==> src/rtl/cmd_responder.sv <==
`default_nettype none
// ============================================================================
// cmd_responder : accepts UART commands, dispatches legal opcodes to the
//                 executor and returns a one-byte ACK/NAK/TMO status.
// Rev 1.0
// ============================================================================
module cmd_responder #(
    parameter logic [15:0] OP_MASK  = 16'h00FF,
    parameter logic [7:0]  ACK_BYTE = 8'hA5,
    parameter logic [7:0]  NAK_BYTE = 8'hEE,
    parameter logic [7:0]  TMO_BYTE = 8'hDD,
    parameter int          TIMEOUT  = 1000
) (
    input  logic        clk,
    input  logic        rst_n,
    input  logic        cmd_rdy,
    input  logic [15:0] cmd,
    output logic        clr_cmd_rdy,
    output logic        op_vld,
    output logic [3:0]  opcode,
    output logic [11:0] operand,
    input  logic        op_done,
    output logic        trmt,
    output logic [7:0]  resp,
    input  logic        tx_done,
    output logic        busy
);

    localparam int            TW       = $clog2(TIMEOUT);
    localparam logic [TW-1:0] TMO_LAST = TW'(TIMEOUT - 1);
    localparam logic [TW-1:0] TMR_MAX  = {TW{1'b1}};

    typedef enum logic [1:0] {
        IDLE    = 2'd0,
        EXEC    = 2'd1,
        SEND    = 2'd2,
        WAIT_TX = 2'd3
    } state_t;

    state_t        state_q, state_d;
    logic [3:0]    opcode_q, opcode_d;
    logic [11:0]   operand_q, operand_d;
    logic [7:0]    resp_q, resp_d;
    logic [TW-1:0] timer_q, timer_d;
    logic          clr_q, clr_d;
    logic          vld_q, vld_d;
    logic          trmt_q, trmt_d;
    logic          busy_q, busy_d;

    always_comb begin
        state_d   = state_q;
        opcode_d  = opcode_q;
        operand_d = operand_q;
        resp_d    = resp_q;
        timer_d   = timer_q;
        clr_d     = 1'b0;
        vld_d     = 1'b0;
        trmt_d    = 1'b0;

        case (state_q)
            IDLE: begin
                if (cmd_rdy) begin
                    opcode_d  = cmd[15:12];
                    operand_d = cmd[11:0];
                    clr_d     = 1'b1;
                    if (OP_MASK[cmd[15:12]]) begin
                        vld_d   = 1'b1;
                        timer_d = '0;
                        state_d = EXEC;
                    end else begin
                        resp_d  = NAK_BYTE;
                        state_d = SEND;
                    end
                end
            end
            EXEC: begin
                // A completion in the deadline cycle still counts as success
                if (op_done) begin
                    resp_d  = ACK_BYTE;
                    state_d = SEND;
                end else if (timer_q == TMO_LAST) begin
                    resp_d  = TMO_BYTE;
                    state_d = SEND;
                end else if (timer_q != TMR_MAX) begin
                    timer_d = timer_q + TW'(1);
                end
            end
            SEND: begin
                trmt_d  = 1'b1;
                state_d = WAIT_TX;
            end
            WAIT_TX: begin
                if (tx_done) begin
                    state_d = IDLE;
                end
            end
            default: state_d = IDLE;
        endcase

        busy_d = (state_d != IDLE);
    end

    always_ff @(posedge clk or negedge rst_n) begin
        if (!rst_n) begin
            state_q   <= IDLE;
            opcode_q  <= '0;
            operand_q <= '0;
            resp_q    <= '0;
            timer_q   <= '0;
            clr_q     <= 1'b0;
            vld_q     <= 1'b0;
            trmt_q    <= 1'b0;
            busy_q    <= 1'b0;
        end else begin
            state_q   <= state_d;
            opcode_q  <= opcode_d;
            operand_q <= operand_d;
            resp_q    <= resp_d;
            timer_q   <= timer_d;
            clr_q     <= clr_d;
            vld_q     <= vld_d;
            trmt_q    <= trmt_d;
            busy_q    <= busy_d;
        end
    end

    assign clr_cmd_rdy = clr_q;
    assign op_vld      = vld_q;
    assign opcode      = opcode_q;
    assign operand     = operand_q;
    assign trmt        = trmt_q;
    assign resp        = resp_q;
    assign busy        = busy_q;

endmodule
`default_nettype wire

==> config.mk <==
export PLATFORM = sky130hd
export DESIGN_NAME = cmd_responder
export DESIGN_NICKNAME = d
export VERILOG_FILES = /design/src/rtl/cmd_responder.sv
export SDC_FILE = /design/constraint.sdc
export NUM_CORES = 1
export LEC_CHECK = 0
export ABC_AREA = 0
export CORE_UTILIZATION = 30
export CTS_BUF_LIST = sky130_fd_sc_hd__clkbuf_16
export DETAILED_ROUTE_END_ITERATION = 8
export GPL_TIMING_DRIVEN = 0
export PLACE_DENSITY_LB_ADDON = 0.05
export SKIP_LAST_GASP = 1
export SYNTH_ARGS = -nofsm -noshare
export SYNTH_HDL_FRONTEND = slang
export SYNTH_SLANG_ARGS = --single-unit
==> constraint.sdc <==
create_clock -name clk -period 4.7 [get_ports clk]
set_input_delay 0.705 -clock clk [delete_from_list [all_inputs] [get_ports clk]]
set_output_delay 0.705 -clock clk [all_outputs]
set_load 0.05 [all_outputs]
==> results of run 1 <==
==> power breakdown <==
part           leakage, nW  total (mW)  switching [mW]  internal, mW
Sequential           0.475       0.509          0.0685         0.440
Clock               0.0915       0.430           0.128         0.302
Combinational        0.531       0.783           0.521         0.262
==> through the flow <==
stage / power (mW) / setup slack (ns) / hold WS, ns
after global routing: 1.825 / 2.215 / 0.5074
after detailed placement: 1.299 / 2.057 / 0.4612
after global placement: 1.292 / 1.989 / 0.4577
after CTS: 1.742 / 2.345 / 0.4756
final: 1.722 / 2.389 / 0.4723
after floorplan: 1.033 / 2.900 / 0.4094
==> critical path, cell delays in order <==
cell	delay, ns
clkdlybuf4s50_1	0.46
nand2_1	0.29
clkinv_1	0.33
and2_1	0.31
or3_1	0.36
==> Yosys cell counts (all sizes together) <==
library cell / n
and2: 2
clkinv: 1
nand4: 2
a22o: 1
o21ai: 5
dfrtp: 38
mux2i: 1
o41ai: 1
and4b: 2
nand2: 59
nor2b: 3
ha: 1
clkbuf: 4
o31ai: 1
o41a: 1
nand4b: 1
and3: 3
nor2: 11
a21boi: 1
a21o: 2
a41oi: 1
o31a: 1
buf: 3
o22ai: 1
nand3: 3
and4: 1
nor3: 2
or3: 3
a21oi: 5
o21a: 1
inv: 4
a31oi: 8
nand2b: 2
xor2: 1
a211o: 1
==> kinds of logic (layout without fill, tap and decap cells) <==
logic type	after synthesis	count (layout)
AO/OA/AOI/OAI	30	30
buffers and inverters	12	68
AND/OR/NAND/NOR	94	94
multiplexers	1	1
adder cells (fa/ha/maj)	1	1
flip-flops	38	38
XOR/XNOR	1	1
==> layout by cell type (no fill, tap or decap), types with 2 or more instances in the layout <==
cell	instances
clkdlybuf4s50_1	47
o21ai_0	5
nand2_1	59
bufinv_16	2
clkbuf_16	5
clkbuf_1	4
and3_1	3
nand3_1	3
nand2b_1	2
nor2_1	11
and2_1	2
buf_2	2
nor2b_1	3
nand4_1	2
clkinv_1	2
a21o_1	2
dfrtp_1	38
or3_1	3
inv_1	4
a21oi_1	5
a31oi_1	8
buf_4	2
==> per-layer routing <==
layer	part of all wire	routed length, um	global-route usage	up-vias
met4	0.010	40	0.05000	0
li1	-	-	-	708
met5	0	0	0	-
met1	0.48	1870	0.1997	685
met2	0.47	1825	0.2369	35
met3	0.047	185	0.03713	5
==> sequential cells by signal, summed over array words and instances (netlist names) <==
register / count
op_vld: 1
operand: 12
state_q: 2
busy: 1
trmt: 1
clr_cmd_rdy: 1
timer_q: 10
resp: 6
opcode: 4
==> cell type report <==
cell class,count,area (um^2),share of cell area
well taps,70,87.58,0.03627
inverters,5,18.77,0.007772
clock buffers,5,125.1,0.05181
repair buffers,48,475.5,0.1969
plain buffers,7,35.03,0.01451
clock inverters,3,63.81,0.02642
multi-input cells,127,658.1,0.2725
flip-flops and latches,38,950.9,0.3938
==> final timing paths <==
kind / start / to / cells past startpoint
max in group asynchronous: rst_n / operand[10]$_DFFE_PN0P_ / 1
min in group asynchronous: rst_n / timer_q[6]$_DFFE_PN0P_ / 1
setup / recovery: cmd_rdy / resp[2]$_DFFE_PN0P_ / 5
setup reg to reg: timer_q[0]$_DFFE_PN0P_ / timer_q[9]$_DFFE_PN0P_ / 5
hold / removal: operand[10]$_DFFE_PN0P_ / operand[10]$_DFFE_PN0P_ / 2
hold reg to reg: operand[10]$_DFFE_PN0P_ / operand[10]$_DFFE_PN0P_ / 2
==> flow_metrics.py, run 1 <==
metrics = {
    "clocking": {
        "htreeDepth": 2,
        "clk_pin_slew_ns": 0.06,
        "clockBufferDepth": 2,
        "postCtsSetupRepairBufs": 0,
        "clkLatencyLatePin_ns": 0.28,
        "root_buffer": "clkbuf_16",
        "hold_buffers": 0,
        "cts_tree": "built",
        "cts_buffers": 5,
        "ctsResizeCount": 0,
        "cts.sinks": 38,
    },
    "setup_path": {
        "arrival_ns": 2.46,
        "crit_type": "in -> reg",
        "worstPathRequired_ns": 4.85,
        "path_max_fanout": 10,
        "reg2reg_slack_ns": 2.89,
        "end_kind": "flop",
        "cp-start-kind": "input pin",
    },
    "finish": {
        "fin_cells": 303,
        "area_delta_synth_final_pct": 45.22,
        "antennaDiodeCount": 0,
        "fin_util": 0.4611,
        "fillers": 493,
        "final_nets": 254,
        "postLayoutCellArea_um2": 2415,
        "drive_above_1_share": 0.05579,
    },
    "synth": {
        "yosys_warnings": 0,
        "ys_seq_elements": 38,
        "synth_top_area_cell": "dfrtp_1",
        "synth_fa_ha_area_frac": 0.007524,
        "synth-compound-area-share": 0.1196,
        "yosys.area_share.simple": 0.2573,
        "synth_top_family_by_area": "simple AND/OR/NAND/NOR gates",
        "synthCells": 177,
        "synth-xor-area-share": 0.005267,
        "synth_cell_types": 38,
        "synth_area_leaders": "dfrtp_1, nand2_1, a31oi_1",
        "synth_area_um2": 1663,
        "seq_area_frac_synth": 0.5719,
        "syn_nets": 199,
        "synthMuxAreaShare": 0.006020,
        "synth_top_area_frac": 0.5719,
        "postSynthAreaPerCell_um2": 9.395,
    },
    "timing": {
        "layout_min_cycle_time_ns": 2.311,
        "period_share": 0.4917,
        "drv_slew": 0,
        "fin_setup_tns_ns": 0,
        "setup_viol": 0,
        "clock_skew_ns": 0.004220,
        "rsz0062_at_grt": "no",
        "tightest_slew_ns": 0.8491,
        "relSlewSlack": 0.4339,
        "fmax_ghz": 0.4327,
        "hold_viol_final": 0,
    },
    "placed_design": {
        "dpl_cell_area_um2": 2226,
        "hpwl_mm": 2.777,
        "portBuffers": 48,
        "gp_congestion": 0.8139,
        "numPlacedInstances": 295,
    },
    "grt": {
        "grt_first_pass_wirelength_mm": 6.982,
        "grt_pass1_vias": 1469,
        "grtUsageTotal": 0.1499,
        "grt_start_max_net_pins": 39,
        "grt_overflow_total": 0,
        "antenna_found_initial": 0,
    },
    "detailed_routing": {
        "wl_mm": 3.921,
        "vias": 1433,
        "first_pass_iters": 4,
        "first_iter_violations": 70,
        "route.detailed.drc": 0,
        "avgRoutedWirePerCell_um": 12.94,
        "ant_nets": 0,
        "vias_per_cell": 4.729,
    },
    "power": {
        "powerDensity_nw_per_um2": 712.9,
        "p_leak_nw": 1.098,
        "irDropWorstVdd_v": 0.0003321,
    },
    "die": {
        "core_um2": 5238,
        "dieHeight_um": 76.45,
        "die_x_um": 76.45,
        "rows": 26,
        "ios": 49,
        "initial_core_util": 0.3175,
        "dieArea_um2": 5845,
    },
    "worst_hold_path": {
        "hp-class": "reg -> reg",
    },
    "flow_run": {
        "cap_violations": 0,
    },
    "run_status": {
        "status": "completed",
    },
}
(Power assumes the default switching activity.)
==> run 2, diff against run 1 <==
clock period = 2.35 ns   (was 4.7 ns; I/O delays follow)
==> results of run 2 <==
Same layout as run 1 (identical final DEF). Status: completed.
Main changes from that run: setup slack after placement 2.057 ns -> 0.05901 ns; setup slack after layout 2.389 ns -> 0.3914 ns; hold slack 0.4723 ns -> 0.1715 ns; register-to-register setup slack 2.89 ns -> 0.54 ns; total power 1.722 mW -> 3.443 mW; worst IR drop on VDD 0.0003321 V -> 0.0006642 V
